[src/rtl/datapath_sequencer_pkg.sv]
// -----------------------------------------------------------------------------
// datapath_sequencer_pkg
// Shared definitions for the datapath sequencer. It holds:
//   - the data width of the operand/ALU datapath
//   - the opcode constants (HALT, PC-relative) and the ALUOp encoding for add
//   - the instruction field positions
//   - the sequencer state enum
//   - a sign-extension helper for the 4-bit immediate field
// -----------------------------------------------------------------------------
package datapath_sequencer_pkg;

    localparam int DATA_W  = 16;
    localparam int INSTR_W = 16;

    localparam logic [3:0] OP_HALT   = 4'hF;
    localparam logic [3:0] OP_PCREL  = 4'hE;
    localparam logic [2:0] ALUOP_ADD = 3'b000;

    // Instruction layout: [15:12] opcode, [11:8] rd, [7:4] rs0, [3:0] rs1/imm4
    localparam int OPC_MSB = 15;
    localparam int OPC_LSB = 12;
    localparam int RD_MSB  = 11;
    localparam int RD_LSB  = 8;
    localparam int RS0_MSB = 7;
    localparam int RS0_LSB = 4;
    localparam int RS1_MSB = 3;
    localparam int RS1_LSB = 0;

    typedef enum logic [2:0] {
        ST_FETCH,
        ST_DECODE,
        ST_EXEC,
        ST_CAPTURE,
        ST_WRITE,
        ST_HALT
    } state_e;

    function automatic logic signed [DATA_W-1:0] sext_imm4(input logic [3:0] imm4);
        return $signed({{(DATA_W-4){imm4[3]}}, imm4});
    endfunction

endpackage

[src/rtl/datapath_sequencer_if.sv]
// -----------------------------------------------------------------------------
// datapath_sequencer_if
// Bundle of every signal between the sequencer and its environment
// (instruction memory, register file and ALU datapath).
//   master : the sequencer (drives fetch request, decode controls, write-back)
//   slave  : the environment (drives instr/instrValid and ALUOut)
// Signals:
//   instrReq/instrAddr/instr/instrValid : instruction fetch handshake
//   ALUOut                              : datapath ALU result
//   ALUOp/ALUSrcA/ALUSrcB/immediate     : ALU controls
//   rs0Addr/rs1Addr/rdAddr              : register-file addresses
//   writeEnable/dataWrite               : register-file write port
//   PC/halted                           : sequencer status
// -----------------------------------------------------------------------------
interface datapath_sequencer_if;
    import datapath_sequencer_pkg::*;

    logic                      instrReq;
    logic [INSTR_W-1:0]        instrAddr;
    logic [INSTR_W-1:0]        instr;
    logic                      instrValid;
    logic signed [DATA_W-1:0]  ALUOut;
    logic [2:0]                ALUOp;
    logic                      ALUSrcA;
    logic                      ALUSrcB;
    logic signed [DATA_W-1:0]  immediate;
    logic [3:0]                rs0Addr;
    logic [3:0]                rs1Addr;
    logic [3:0]                rdAddr;
    logic                      writeEnable;
    logic signed [DATA_W-1:0]  dataWrite;
    logic [INSTR_W-1:0]        PC;
    logic                      halted;

    modport master (
        output instrReq, instrAddr, ALUOp, ALUSrcA, ALUSrcB, immediate,
               rs0Addr, rs1Addr, rdAddr, writeEnable, dataWrite, PC, halted,
        input  instr, instrValid, ALUOut
    );

    modport slave (
        input  instrReq, instrAddr, ALUOp, ALUSrcA, ALUSrcB, immediate,
               rs0Addr, rs1Addr, rdAddr, writeEnable, dataWrite, PC, halted,
        output instr, instrValid, ALUOut
    );

endinterface

[src/rtl/datapath_sequencer_instr_decode.sv]
// -----------------------------------------------------------------------------
// datapath_sequencer_instr_decode
// Combinational decode of the latched instruction into ALU controls.
// Ports:
//   opcode_i  : IR[15:12]
//   imm4_i    : IR[3:0]
//   aluop_o   : ALU operation
//   alusrca_o : 0 = PC, 1 = register A
//   alusrcb_o : 0 = register B, 1 = immediate
//   imm_o     : sign-extended imm4
//   is_halt_o : opcode equals HALT_OP
// -----------------------------------------------------------------------------
module datapath_sequencer_instr_decode
    import datapath_sequencer_pkg::*;
#(
    parameter logic [3:0] HALT_OP = OP_HALT
) (
    input  logic [3:0]               opcode_i,
    input  logic [3:0]               imm4_i,
    output logic [2:0]               aluop_o,
    output logic                     alusrca_o,
    output logic                     alusrcb_o,
    output logic signed [DATA_W-1:0] imm_o,
    output logic                     is_halt_o
);

    // R-type is the default. HALT is tested first so a non-default HALT_OP
    // overrides whatever class its opcode would otherwise fall into.
    always_comb begin
        aluop_o   = opcode_i[2:0];
        alusrca_o = 1'b1;
        alusrcb_o = 1'b0;
        is_halt_o = 1'b0;
        if (opcode_i == HALT_OP) begin
            is_halt_o = 1'b1;
        end else if (opcode_i == OP_PCREL) begin
            aluop_o   = ALUOP_ADD;
            alusrca_o = 1'b0;
            alusrcb_o = 1'b1;
        end else if (opcode_i[3]) begin
            alusrcb_o = 1'b1;
        end
    end

    assign imm_o = sext_imm4(imm4_i);

endmodule

[src/rtl/datapath_sequencer.sv]
// -----------------------------------------------------------------------------
// datapath_sequencer
// Multi-cycle control sequencer for the 16-bit operand/ALU datapath.
// Each instruction runs FETCH -> DECODE -> EXEC -> CAPTURE -> WRITE; HALT is
// terminal until reset. Owns the PC, the instruction register and the
// write-back result register.
// Ports:
//   CLK   : clock, rising-edge
//   reset : synchronous, active-high
//   bus   : master side of datapath_sequencer_if (fetch handshake, ALU
//           controls, register addresses, write port, PC and halted status)
// -----------------------------------------------------------------------------
module datapath_sequencer
    import datapath_sequencer_pkg::*;
#(
    parameter logic [15:0] RESET_PC = 16'h0000,
    parameter logic [3:0]  HALT_OP  = OP_HALT
) (
    input  logic                 CLK,
    input  logic                 reset,
    datapath_sequencer_if.master bus
);

    state_e                   state_q, state_d;
    logic [INSTR_W-1:0]       pc_q, pc_d;
    logic [INSTR_W-1:0]       ir_q, ir_d;
    logic signed [DATA_W-1:0] result_q, result_d;

    logic                     instr_req;
    logic                     write_en;
    logic [2:0]               aluop;
    logic                     alusrca;
    logic                     alusrcb;
    logic signed [DATA_W-1:0] imm;
    logic                     is_halt;

    datapath_sequencer_instr_decode #(
        .HALT_OP (HALT_OP)
    ) u_decode (
        .opcode_i  (ir_q[OPC_MSB:OPC_LSB]),
        .imm4_i    (ir_q[RS1_MSB:RS1_LSB]),
        .aluop_o   (aluop),
        .alusrca_o (alusrca),
        .alusrcb_o (alusrcb),
        .imm_o     (imm),
        .is_halt_o (is_halt)
    );

    always_ff @(posedge CLK) begin
        if (reset) begin
            state_q  <= ST_FETCH;
            pc_q     <= RESET_PC;
            ir_q     <= '0;
            result_q <= '0;
        end else begin
            state_q  <= state_d;
            pc_q     <= pc_d;
            ir_q     <= ir_d;
            result_q <= result_d;
        end
    end

    always_comb begin
        state_d   = state_q;
        pc_d      = pc_q;
        ir_d      = ir_q;
        result_d  = result_q;
        instr_req = 1'b0;
        write_en  = 1'b0;
        case (state_q)
            ST_FETCH: begin
                instr_req = 1'b1;
                if (bus.instrValid) begin
                    ir_d    = bus.instr;
                    state_d = ST_DECODE;
                end
            end
            // The datapath latches A/B from rs0/rs1 at the end of this cycle.
            ST_DECODE: begin
                state_d = is_halt ? ST_HALT : ST_EXEC;
            end
            ST_EXEC: begin
                state_d = ST_CAPTURE;
            end
            ST_CAPTURE: begin
                result_d = bus.ALUOut;
                state_d  = ST_WRITE;
            end
            // Strobe is masked by reset so a reset landing on WRITE never
            // commits a half-finished instruction.
            ST_WRITE: begin
                write_en = ~reset;
                pc_d     = pc_q + 16'd1;
                state_d  = ST_FETCH;
            end
            ST_HALT: begin
                state_d = ST_HALT;
            end
            default: begin
                state_d = ST_FETCH;
            end
        endcase
    end

    assign bus.instrReq    = instr_req;
    assign bus.instrAddr   = pc_q;
    assign bus.PC          = pc_q;
    assign bus.halted      = (state_q == ST_HALT);
    assign bus.writeEnable = write_en;
    assign bus.dataWrite   = result_q;
    assign bus.rdAddr      = ir_q[RD_MSB:RD_LSB];
    assign bus.rs0Addr     = ir_q[RS0_MSB:RS0_LSB];
    assign bus.rs1Addr     = ir_q[RS1_MSB:RS1_LSB];
    assign bus.ALUOp       = aluop;
    assign bus.ALUSrcA     = alusrca;
    assign bus.ALUSrcB     = alusrcb;
    assign bus.immediate   = imm;

endmodule
[src/flat_wrapper.sv]
// flat-port wrapper written by rule: the top's interface ports become plain ports
module datapath_sequencer_flat import datapath_sequencer_pkg::*;
#(
    parameter logic [15:0] RESET_PC = 16'h0000,
    parameter logic [3:0]  HALT_OP  = OP_HALT
)
  (CLK, reset, bus_instrReq, bus_instrAddr, bus_ALUOp, bus_ALUSrcA, bus_ALUSrcB, bus_immediate, bus_rs0Addr, bus_rs1Addr, bus_rdAddr, bus_writeEnable, bus_dataWrite, bus_PC, bus_halted, bus_instr, bus_instrValid, bus_ALUOut);
  datapath_sequencer_if bus_i ();
  input  logic CLK;
  input  logic reset;
  output wire logic [$bits(bus_i.instrReq)-1:0] bus_instrReq;
  output wire logic [$bits(bus_i.instrAddr)-1:0] bus_instrAddr;
  output wire logic [$bits(bus_i.ALUOp)-1:0] bus_ALUOp;
  output wire logic [$bits(bus_i.ALUSrcA)-1:0] bus_ALUSrcA;
  output wire logic [$bits(bus_i.ALUSrcB)-1:0] bus_ALUSrcB;
  output wire logic [$bits(bus_i.immediate)-1:0] bus_immediate;
  output wire logic [$bits(bus_i.rs0Addr)-1:0] bus_rs0Addr;
  output wire logic [$bits(bus_i.rs1Addr)-1:0] bus_rs1Addr;
  output wire logic [$bits(bus_i.rdAddr)-1:0] bus_rdAddr;
  output wire logic [$bits(bus_i.writeEnable)-1:0] bus_writeEnable;
  output wire logic [$bits(bus_i.dataWrite)-1:0] bus_dataWrite;
  output wire logic [$bits(bus_i.PC)-1:0] bus_PC;
  output wire logic [$bits(bus_i.halted)-1:0] bus_halted;
  input wire logic [$bits(bus_i.instr)-1:0] bus_instr;
  input wire logic [$bits(bus_i.instrValid)-1:0] bus_instrValid;
  input wire logic [$bits(bus_i.ALUOut)-1:0] bus_ALUOut;
  assign bus_instrReq = bus_i.instrReq;
  assign bus_instrAddr = bus_i.instrAddr;
  assign bus_ALUOp = bus_i.ALUOp;
  assign bus_ALUSrcA = bus_i.ALUSrcA;
  assign bus_ALUSrcB = bus_i.ALUSrcB;
  assign bus_immediate = bus_i.immediate;
  assign bus_rs0Addr = bus_i.rs0Addr;
  assign bus_rs1Addr = bus_i.rs1Addr;
  assign bus_rdAddr = bus_i.rdAddr;
  assign bus_writeEnable = bus_i.writeEnable;
  assign bus_dataWrite = bus_i.dataWrite;
  assign bus_PC = bus_i.PC;
  assign bus_halted = bus_i.halted;
  assign bus_i.instr = bus_instr;
  assign bus_i.instrValid = bus_instrValid;
  assign bus_i.ALUOut = bus_ALUOut;
  datapath_sequencer #(.RESET_PC(RESET_PC), .HALT_OP(HALT_OP)) u_core (.CLK(CLK), .reset(reset), .bus(bus_i));
endmodule
[config.mk]
export PLATFORM = sky130hd
export DESIGN_NAME = datapath_sequencer_flat
export DESIGN_NICKNAME = d
export VERILOG_FILES = /design/src/rtl/datapath_sequencer_pkg.sv /design/src/rtl/datapath_sequencer_if.sv /design/src/rtl/datapath_sequencer_instr_decode.sv /design/src/rtl/datapath_sequencer.sv /design/src/flat_wrapper.sv
export SDC_FILE = /design/constraint.sdc
export NUM_CORES = 1
export LEC_CHECK = 0
export ABC_AREA = 1
export CAP_MARGIN = 20
export CORE_ASPECT_RATIO = 1.1
export CORE_UTILIZATION = 26
export DETAILED_ROUTE_END_ITERATION = 8
export HOLD_SLACK_MARGIN = 0.12
export PLACE_DENSITY_LB_ADDON = 0.3
export SLEW_MARGIN = 0
export SYNTH_ARGS = -nofsm -noshare
export SYNTH_HDL_FRONTEND = slang
export SYNTH_SLANG_ARGS = --single-unit
[constraint.sdc]
create_clock -name CLK -period 3.7 [get_ports CLK]
set_clock_uncertainty 0.05 [all_clocks]
set_input_delay 0.37 -clock CLK [delete_from_list [all_inputs] [get_ports CLK]]
set_output_delay 0.37 -clock CLK [all_outputs]
set_load 0.1 [all_outputs]
**Word level (Yosys, flattened, before mapping)**

Cells that the tools add are included.

- Bits in registers: 51
- Input port bits: 35

- Reductions and logical operators: 2
- Equal/unequal tests: 8
- Bitwise logic cells: 1
- Add/subtract/negate cells: 1
- Mux-type cells: 13

Operator list:

| operator | number |
|---|---|
| $add 16x1->16 const B | 1 |
| $pmux 3 s5 | 1 |
| $mux 3 | 4 |
| $eq 4x4->1 const B | 2 |
| $mux 1 | 8 |
| $eq 3x2->1 const B | 2 |
| $eq 3x3->1 const B | 2 |
| $eq 3x1->1 const B | 1 |
| $logic_not 3->1 | 1 |
| $ne 2x2->1 const B | 1 |
| $reduce_and 2->1 | 1 |
| $not 1->1 | 1 |

**Logic depth before layout (Yosys ltp)**

- Depth after elaboration: 4
- Mapped depth: 9

**Hierarchy**

From an unflattened synthesis, not the netlist that was laid out.

- Cells, all modules: 331
- Area, all modules: 2,451.1 sq um

Modules (own cells, without submodules):

| module | area each (sq um) | times used | seq. area each (sq um) | cells an instance |
|---|---|---|---|---|
| datapath_sequencer | 2,279.7 | 1 | 1,021.0 | 302 |
| datapath_sequencer_instr_decode | 171.4 | 1 | 0.0 | 29 |

**Least setup slack after synthesis**

No wires, ideal clock.

- Kind: input to output
- From: input port reset
- To: output port bus_writeEnable
- Cell stages on the path: 3
- Required time: 3.280 ns
- Arrival: 1.998 ns
- Buffers on the path: 2
- Path slack: 1.282 ns
- Cells stage by stage: buf_2 -> clkbuf_1 -> nor2_1

- Cells in the longest elaborated chain, start to end: 2

RTL lines:

| element | line | source |
|---|---|---|
| start: declaration | flat_wrapper.sv:10 | `input logic reset;` |
| $not 1->1 | datapath_sequencer.sv:92 | `write_en = ~reset;` |
| $mux 1 | datapath_sequencer.sv:70 | `case (state_q)` |
| end: declaration | flat_wrapper.sv:20 | `output wire logic [$bits(bus_i.writeEnable)-1:0] bus_writeEnable;` |

Every way passes these cells.

**Final worst setup path**

- From: register u_core.state_q[2]
- To: output port bus_instrReq

- Cells in the longest elaborated chain, start to end: 2

RTL lines:

| element | line | source |
|---|---|---|
| start: declaration | datapath_sequencer.sv:24 | `state_e state_q, state_d;` |
| start signal: assignment | datapath_sequencer.sv:56 | `state_q <= state_d;` |
| $logic_not 3->1 | datapath_sequencer.sv:70 |  |
| $mux 1 | datapath_sequencer.sv:70 |  |
| end: declaration | flat_wrapper.sv:11 | `output wire logic [$bits(bus_i.instrReq)-1:0] bus_instrReq;` |

Every way passes these cells.

==> reports/metrics.csv <==
stage;metric;value;unit
critical_path;crit path launch type;register;
logic_synthesis;yosys warns;0;
critical_path;Setup Crit Path Kind;reg -> out;
global_route;antenna violations before repair;0;
power;PD cells;421;nW/um2
power;Pleak;1.34;nW
outcome;outcome;completed;
timing;RSZ-0062 raised after global routing;false;
global_route;vias in the first global route;2117;
clocking;setup bufs post-CTS;0;
timing;setup TNS;0;ns
timing;Tmin final;2.79;ns
final_layout;# diodes;0;
detailed_routing;Initial DRC Count;64;
hold_path;Hold Path Class;reg -> reg;
timing;final setup fails;0;
clocking;htree depth;2;
clocking;clk sinks;51;
timing;Fin. Hold Viols;0;
clocking;Clock Latency Late Sink;0.30;ns
clocking;TritonCTS Buffers;5;
global_route;largest net degree at the start of global routing;35;
floorplan;die width;94.8;um
logic_synthesis;synthesized area;2460;um2
timing;post-route setup slack;0.914;ns
timing;WHS;0.414;ns
logic_synthesis;Syn Area/Cell;7.44;um2
detailed_routing;DRC viols;0;
floorplan;Die Y;104;um
logic_synthesis;post-synthesis register bit count;51;
floorplan;IO Count;119;
clocking;clock root buffer;clkbuf_8;
logic_synthesis;syn_nets;367;
critical_path;critical path data arrival time;2.37;ns
clocking;CTS tree;yes;
global_route;met1 global-route usage;15.2;%
floorplan;total die area;9870;um2
global_route;gr busiest metal;met2;
final_layout;nets;437;
global_route;first-pass GRT wire length;9950;um
global_route;grt total ovfl;0;
clocking;Hold Buf Count CTS;0;
timing;fmax;359;MHz
global_route;gr usage total;12.5;%
place;dpl ws;1.24;ns
clocking;Clk pin slew, worst setup/hold paths;0.09;ns
job;Maximum Capacitance Violations;0;
final_layout;share of layout cells above drive strength 1;6.23;%
floorplan;initial core utilization;27.3;%
detailed_routing;1st-pass router iterations;4;
timing;final worst-path cycle share;75.3;%
global_route;met3 usage;3.07;%
place;I/O Buffers;118;
critical_path;reg2reg setup slack;2.04;ns
detailed_routing;Total Wirelength;5970;um
timing;slew margin rel.;34.1;%
logic_synthesis;Mapped Cells;331;
timing;Worst Tran Pin Value;0.985;ns
detailed_routing;post-DR vias/cell;4.37;
place;Post-DP HPWL;4330;um
place;DP Area;3390;um2
floorplan;core footprint;9010;um2
critical_path;Setup crit end kind;output port;
floorplan;num rows;36;
final_layout;area delta synth->final;40.9;%
detailed_routing;Routed Antenna Nets;0;
global_route;routing usage on met2;21.2;%
clocking;Max Buffers Root-to-Sink;2;
clocking;Post-CTS Resized;0;
detailed_routing;DR WL/cell;11.6;um
logic_synthesis;sequential fraction of the synthesis area;41.4;%
final_layout;design area;3470;um2
timing;pins over their slew limit;0;
critical_path;worst-path maximum fanout;14;
power;Total Power;0.00146;W
detailed_routing;Via Count;2248;
place;gpl congestion;0.744;
power;Max VDD drop;0.000194;V
critical_path;Worst Path Required;3.28;ns
logic_synthesis;Distinct cells, synth;26;
power by group:
part | total [W] | switching (W) | internal (W)
Sequential | 0.000603 | 0.0000239 | 0.000579
Clock | 0.000316 | 0.000186 | 0.000130
Combinational | 0.000543 | 0.000414 | 0.000129
synth_stat cells:
| cell type | number | area (um2) |
|---|---|---|
| a21oi_1 | 26 | 130 |
| a22oi_1 | 1 | 7.51 |
| a31oi_1 | 2 | 12.5 |
| buf_1 | 1 | 3.75 |
| buf_2 | 2 | 10.0 |
| buf_4 | 48 | 360 |
| buf_6 | 1 | 11.3 |
| clkbuf_1 | 4 | 15.0 |
| dfxtp_1 | 51 | 1020 |
| ha_1 | 1 | 12.5 |
| inv_1 | 25 | 93.8 |
| inv_2 | 3 | 11.3 |
| nand2_1 | 39 | 146 |
| nand2_2 | 5 | 31.3 |
| nand2_4 | 1 | 11.3 |
| nand3_1 | 20 | 100 |
| nand3_2 | 1 | 10.0 |
| nand4_1 | 4 | 25.0 |
| nor2_1 | 56 | 210 |
| nor2_2 | 1 | 6.26 |
| nor2_4 | 4 | 45.0 |
| nor3_1 | 2 | 10.0 |
| o21a_1 | 1 | 7.51 |
| o21ai_0 | 28 | 140 |
| o21ai_1 | 1 | 5.00 |
| xor2_1 | 3 | 26.3 |
through the flow:
| step | instances | utilization [%] |
|---|---|---|
| floorplan | 331 | - |
| global placement | 508 | 37.6 |
| detailed placement | 508 | 37.6 |
| CTS | 515 | 38.5 |
| global route | 515 | 38.5 |
| finish | 515 | 38.5 |
sequential cells by signal, indices dropped and copies added, names as in the netlist:
signal / flops
u_core.state_q: 3
u_core.bus.PC: 16
u_core.ir_q: 16
u_core.bus.dataWrite: 16
cell families (layout without fill, tap and decap cells):
group                    count (synthesis)  count (layout)  synth area share [%]
AO/OA/AOI/OAI                           59              59                  12.3
XOR/XNOR                                 3               3                  1.07
adder cells (fa/ha/maj)                  1               1                 0.508
buffers and inverters                   84             154                  20.5
flip-flops                              51              51                  41.4
AND/OR/NAND/NOR                        133             133                  24.2
cell usage in the layout, fill, tap and decap left out, drive strengths merged, types with 2 or more instances in the layout:
cell type	Yosys	routed
clkdlybuf4s50	0	116
o21ai	29	29
nor3	2	2
nor2	61	61
buf	52	3
xor2	3	3
a31oi	2	2
inv	28	28
clkinv	0	2
nand4	4	4
nand3	21	21
a21oi	26	26
clkbuf	4	5
nand2	45	45
dfxtp	51	51
path summary, 6_finish.rpt:
check / endpoint / depth (start not counted) / from
min: u_core.ir_q[10] / 2 / u_core.ir_q[10]
max: bus_instrReq / 4 / u_core.state_q[2]
min reg2reg: u_core.ir_q[10] / 2 / u_core.ir_q[10]
max reg2reg: u_core.ir_q[12] / 6 / u_core.state_q[2]
worst max-delay path, cell delays in order (launching register included):
cell,delay (ns)
dfxtp_1,0.40
nor2_1,0.18
nand2_1,0.09
inv_2,0.21
clkdlybuf4s50_1,1.18
per-layer routing:
layer	vias up	part of all wire [%]	routed length [um]
met5	-	0	0
met4	0	1.6	94
met3	7	7.6	452
met2	85	46	2770
met1	1008	44	2650
li1	1148	-	-
final cells by class:
| class | instances | area [um2] |
|---|---|---|
| inverters | 28 | 105 |
| clock buffers | 5 | 68.8 |
| clock inverters | 2 | 13.8 |
| repair buffers | 119 | 1180 |
| well taps | 114 | 143 |
| fillers | 941 | 5540 |
| flip-flops and latches | 51 | 1020 |
| multi-input cells | 196 | 937 |
(Power assumes the default switching activity.)
